--- config.mk ---
export PLATFORM = sky130hd
export DESIGN_NAME = rand_num_gen_63
export DESIGN_NICKNAME = d
export VERILOG_FILES = /design/src/rtl/rand_num_gen_63.sv
export SDC_FILE = /design/constraint.sdc
export NUM_CORES = 1
export LEC_CHECK = 0
export BUFFER_PORTS_ARGS = -buffer_cell sky130_fd_sc_hd__buf_2
export CAP_MARGIN = 10
export CORE_AREA = 5 5 42 44
export DETAILED_ROUTE_END_ITERATION = 10
export DIE_AREA = 0 0 47 49
export GPL_ROUTABILITY_DRIVEN = 0
export GPL_TIMING_DRIVEN = 0
export PLACE_DENSITY = 0.44
export SYNTH_ARGS = -nofsm -noshare
export SYNTH_HDL_FRONTEND = slang
export SYNTH_SLANG_ARGS = --single-unit
export TNS_END_PERCENT = 10
--- constraint.sdc ---
create_clock -name clk -period 1.3 [get_ports clk]
set_clock_uncertainty 0.1 [all_clocks]
set_input_delay 0.13 -clock clk [delete_from_list [all_inputs] [get_ports clk]]
set_output_delay 0.13 -clock clk [all_outputs]
set_load 0.1 [all_outputs]
--- src/rtl/rand_num_gen_63.sv ---
// 6-bit Fibonacci LFSR (x^6 + x^5 + 1), period 63, used to pick random grid cells.
// The state register powers up at 6'b000001 so the block runs without ever seeing reset.
module rand_num_gen_63 (
  input  logic       clk,
  input  logic       reset,
  input  logic [5:0] seed,
  output logic [5:0] rnd
);

  logic [5:0] s_q = 6'b000001;
  logic [5:0] s_d;

  // Feedback bit: taps at bits 5 and 4, entering at bit 0 after a left shift.
  function automatic logic [5:0] lfsr_step(input logic [5:0] cur);
    lfsr_step = {cur[4:0], cur[5] ^ cur[4]};
  endfunction

  // Next-state selection: reload from seed under reset, escape the all-zero lockup, else step.
  always_comb begin
    s_d = s_q;
    if (!reset) begin
      if (seed == 6'b000000) begin
        s_d = 6'b000001;
      end else begin
        s_d = seed;
      end
    end else if (s_q == 6'b000000) begin
      s_d = 6'b000001;
    end else begin
      s_d = lfsr_step(s_q);
    end
  end

  // State register; reset is folded into s_d so it acts synchronously.
  always_ff @(posedge clk) begin
    s_q <= s_d;
  end

  assign rnd = s_q;

endmodule

==> flow_summary.rst <==
.. list-table::
   :header-rows: 1

   * - Metric
     - Value
   * - Via/cell ratio
     - between 3 and 4
   * - Peak supply drop
     - 0.0005823 V
   * - Grt met1 use
     - 7.285%
   * - Number of max-cap violations
     - 0
   * - Maximum number of pins on one net before global-route repair
     - 9
   * - CP Data Arrival Time
     - 1.01 ns
   * - Number of nets in the layout
     - 49
   * - Logic pwr share
     - 36.3%
   * - Total count of max-transition violations in the final report
     - 0
   * - Most frequent cell after synthesis
     - dfxtp_1
   * - Final-layout fill cell count
     - 162
   * - Worst-margin pin slew
     - 0.4896 ns
   * - Effective utilization at floorplan
     - approximately 18%
   * - Most area-hungry cell type in the Yosys netlist
     - dfxtp_1
   * - Worst setup path start
     - rnd[3]$_DFF_P_
   * - Clock Tree Buf Depth
     - 2
   * - Diode insertion count for antenna repair
     - 0
   * - Clock Root Buffer
     - clkbuf_4
   * - Layout Cells excl Fill
     - 54
   * - Mean post-synth cell area
     - 10.77 um^2
   * - Path class of the lowest-slack min-delay path
     - input port to register
   * - Die span in x
     - about 47 um
   * - First-pass GRT wire length
     - 993 um
   * - Post-route setup slack
     - 0.05606 ns
   * - Deepest level of the CTS H-tree
     - 1
   * - Bufs and invs on worst path
     - 1
   * - Clock Power Share
     - 27.7%
   * - Cell type of the slowest stage on the worst timing path
     - buf_2
   * - Count of cell types in the netlist
     - 13
   * - Fraction of final layout cells with drive strength greater than 1
     - about 71%
   * - #FFs+latches synth
     - 6
   * - Setup repair after global routing missed its margin
     - false
   * - Number of DRC markers in iteration 0
     - 4
   * - Maximum achievable frequency
     - 0.8039 GHz
   * - Worst Hold Endpoint
     - rnd[2]$_DFF_P_
   * - Via count
     - 215
   * - Sequential share of power
     - 36.0%
   * - Number of CTS-inserted buffers
     - 3
   * - Crit Reg-Reg Endpoint
     - rnd[5]$_DFF_P_
   * - Total standard cell area after synthesis
     - 247.7 um^2
   * - Global routing's busiest layer
     - met2
   * - Register-to-register setup slack
     - 0.20 ns
   * - Crit path launch type
     - register
   * - Placeable core region
     - 1401 um^2
   * - Number of cells on the worst hold path
     - 2
   * - Number of flip-flops in the largest register
     - 6
   * - Synthesis-to-finish area growth
     - 44.44%
   * - Min Clock Period, post-route
     - 1.244 ns
   * - Clock slew at reported path FFs
     - roughly 0.050 ns
   * - Ys async rst share
     - 0%
   * - Top cell types by occurrence after synthesis
     - dfxtp_1 (6), mux2_2 (4), inv_1 (3)
   * - Sequential share of the synthesized area
     - 48.48%
   * - Family with the most delay on the worst path
     - buffers and inverters
   * - DRC Markers
     - 0
   * - Status
     - finished, final reports clean
   * - Clock sinks
     - 6
   * - First-pass iteration count of the detailed router
     - 2
   * - Rows
     - 14
   * - Post-cts repair resize count
     - 0
   * - Clock latency reported for the late side of the worst-skew pair
     - between 0.2 and 0.25 ns
   * - Most used flip-flop cell after synthesis
     - dfxtp_1
   * - Kind of capture point of the worst setup path
     - output pin
   * - Floorplan die area
     - 2303 um^2
   * - Global-route track usage on met2
     - 7.466%
   * - Number of global-route vias before repair
     - 245
   * - Startpoint-to-endpoint class of the critical path
     - register to output pin
   * - Fraction of the cycle the final worst path needs
     - 95.69%
   * - Port buffer count
     - 12
   * - Chip Height
     - 49 um
   * - Critical path fanouts, max
     - 3
   * - Final standard cell area without fillers
     - 357.8 um^2
   * - Placement Setup Slack
     - roughly 0.19 ns
   * - Number of setup buffers added after CTS
     - 0
   * - Ratio of total power to cell area
     - 1774 nW/um^2
   * - Wirelength, routed
     - 572 um
   * - Half-perimeter wire length of the detailed placement result
     - roughly 470 um
   * - Final Hold Viols
     - 0
   * - Overall Global Routing Usage
     - roughly 6.4%
   * - Leak Pwr
     - 0.1647 nW
   * - Placed Area
     - around 340 um^2
   * - Fraction of post-synthesis cell area in the top cell type by area
     - between 40% and 50%
   * - Launching point of the worst reg2reg path
     - rnd[0]$_DFF_P_
   * - Sw Share
     - 43.20%
   * - Crit-path cells
     - buf_2
   * - Worst Min Path Start
     - seed[2]
   * - Instance count after placement with tap cells included
     - about 50
   * - Net count of the mapped netlist
     - 32
   * - Antenna violations before repair
     - 0
   * - Worst-case reg-to-reg path depth
     - 3
   * - Internal
     - between 300 and 400 uW
   * - Post-synthesis cell count
     - 23
   * - Top post-synthesis cells by area
     - dfxtp_1 (48%), mux2_2 (18%), ha_1 (5.1%), nor4_2 (5.1%), inv_1 (4.5%)
   * - Endpoints failing setup
     - 0
   * - Routed length per placed instance
     - 10.59 um
   * - Max_slew headroom
     - between 60% and 70%
   * - I/O pin cnt
     - 14
   * - Number of antenna-violating nets in the routed design
     - 0
   * - Synthesis warning total
     - 0
   * - TritonCTS clock tree
     - built
   * - Number of synthesized flops with an enable pin
     - 0
   * - Global-route met3 utilization
     - 5.904%
   * - Highest cell delay on the worst timing path
     - roughly 0.43 ns
   * - Quantity of hold-fixing buffers added after cts
     - 0
   * - Net switching power
     - 274.2 uW
   * - Data required time of the worst path
     - 1.07 ns
   * - Sum of internal, switching and leakage power
     - roughly 630 uW
   * - Grt ovf
     - 0
-- per-layer routing --
metal	vias up	part of all wire, %
met5	-	0
met4	0	0.87
met3	2	12
met2	11	38
met1	91	48
li1	111	-
-- cell families (layout without fill, tap and decap cells) --
kind of cell	Yosys count	after routing	synth area share, %
compound gates	3	3	9.094
flops	6	6	48.49
buf+inv	4	19	6.563
simple gates	5	5	12.62
fa+ha+maj	1	1	5.050
mux	4	4	18.18
-- layout make-up --
class,instances,area [um^2],share of cell area (%)
repair buffers,12,60.06,16.78
flip-flops and latches,6,127.6,35.66
clock buffers,3,22.52,6.294
well taps,16,20.02,5.594
inverters,3,11.26,3.147
plain buffers,1,5.005,1.399
multi-input cells,13,111.4,31.12
-- power groups by stage --
| stage | Clock [mW] | Combinational (mW) | Sequential, mW |
|---|---|---|---|
| after floorplan | 0 | 0.0356 | 0.389 |
| after global placement | 0 | 0.232 | 0.234 |
| after detailed placement | 0 | 0.232 | 0.232 |
| after CTS | 0.186 | 0.232 | 0.229 |
| after global routing | 0.195 | 0.241 | 0.232 |
| final | 0.176 | 0.230 | 0.228 |
-- worst max-delay path by stage --
stage / end / slack (ns) / depth (start not counted)
after floorplan: rnd[0]$_DFF_P_ / -0.06 / 4
after global placement: rnd[5]$_DFF_P_ / 0.20 / 3
after detailed placement: rnd[5]$_DFF_P_ / 0.19 / 3
after CTS: rnd[0] / 0.04 / 1
after global routing: rnd[2] / 0.02 / 1
final: rnd[3] / 0.06 / 1
-- placed cells by master, fill, tap and decap left out, drive strengths merged --
cell type and count:
mux2 4, clkbuf 3, nor2b 1, a31o 1
nor4 1, ha 1, nand2 1, a31oi 1
a211oi 1, dfxtp 6, inv 3, nor3 1
buf 13, nor2 1
-- through the flow --
stage | TNS, ns | util [%] | hold slack [ns]
2_1_floorplan | -0.06304 | - | 0.1744
3_3_place_gp | 0 | 23.93 | 0.2777
3_5_place_dp | 0 | 23.93 | 0.2796
4_1_cts | 0 | 25.54 | 0.01907
5_1_grt | 0 | 25.54 | 0.02018
6_report | 0 | 25.54 | 0.02615
(Power assumes the default switching activity.)
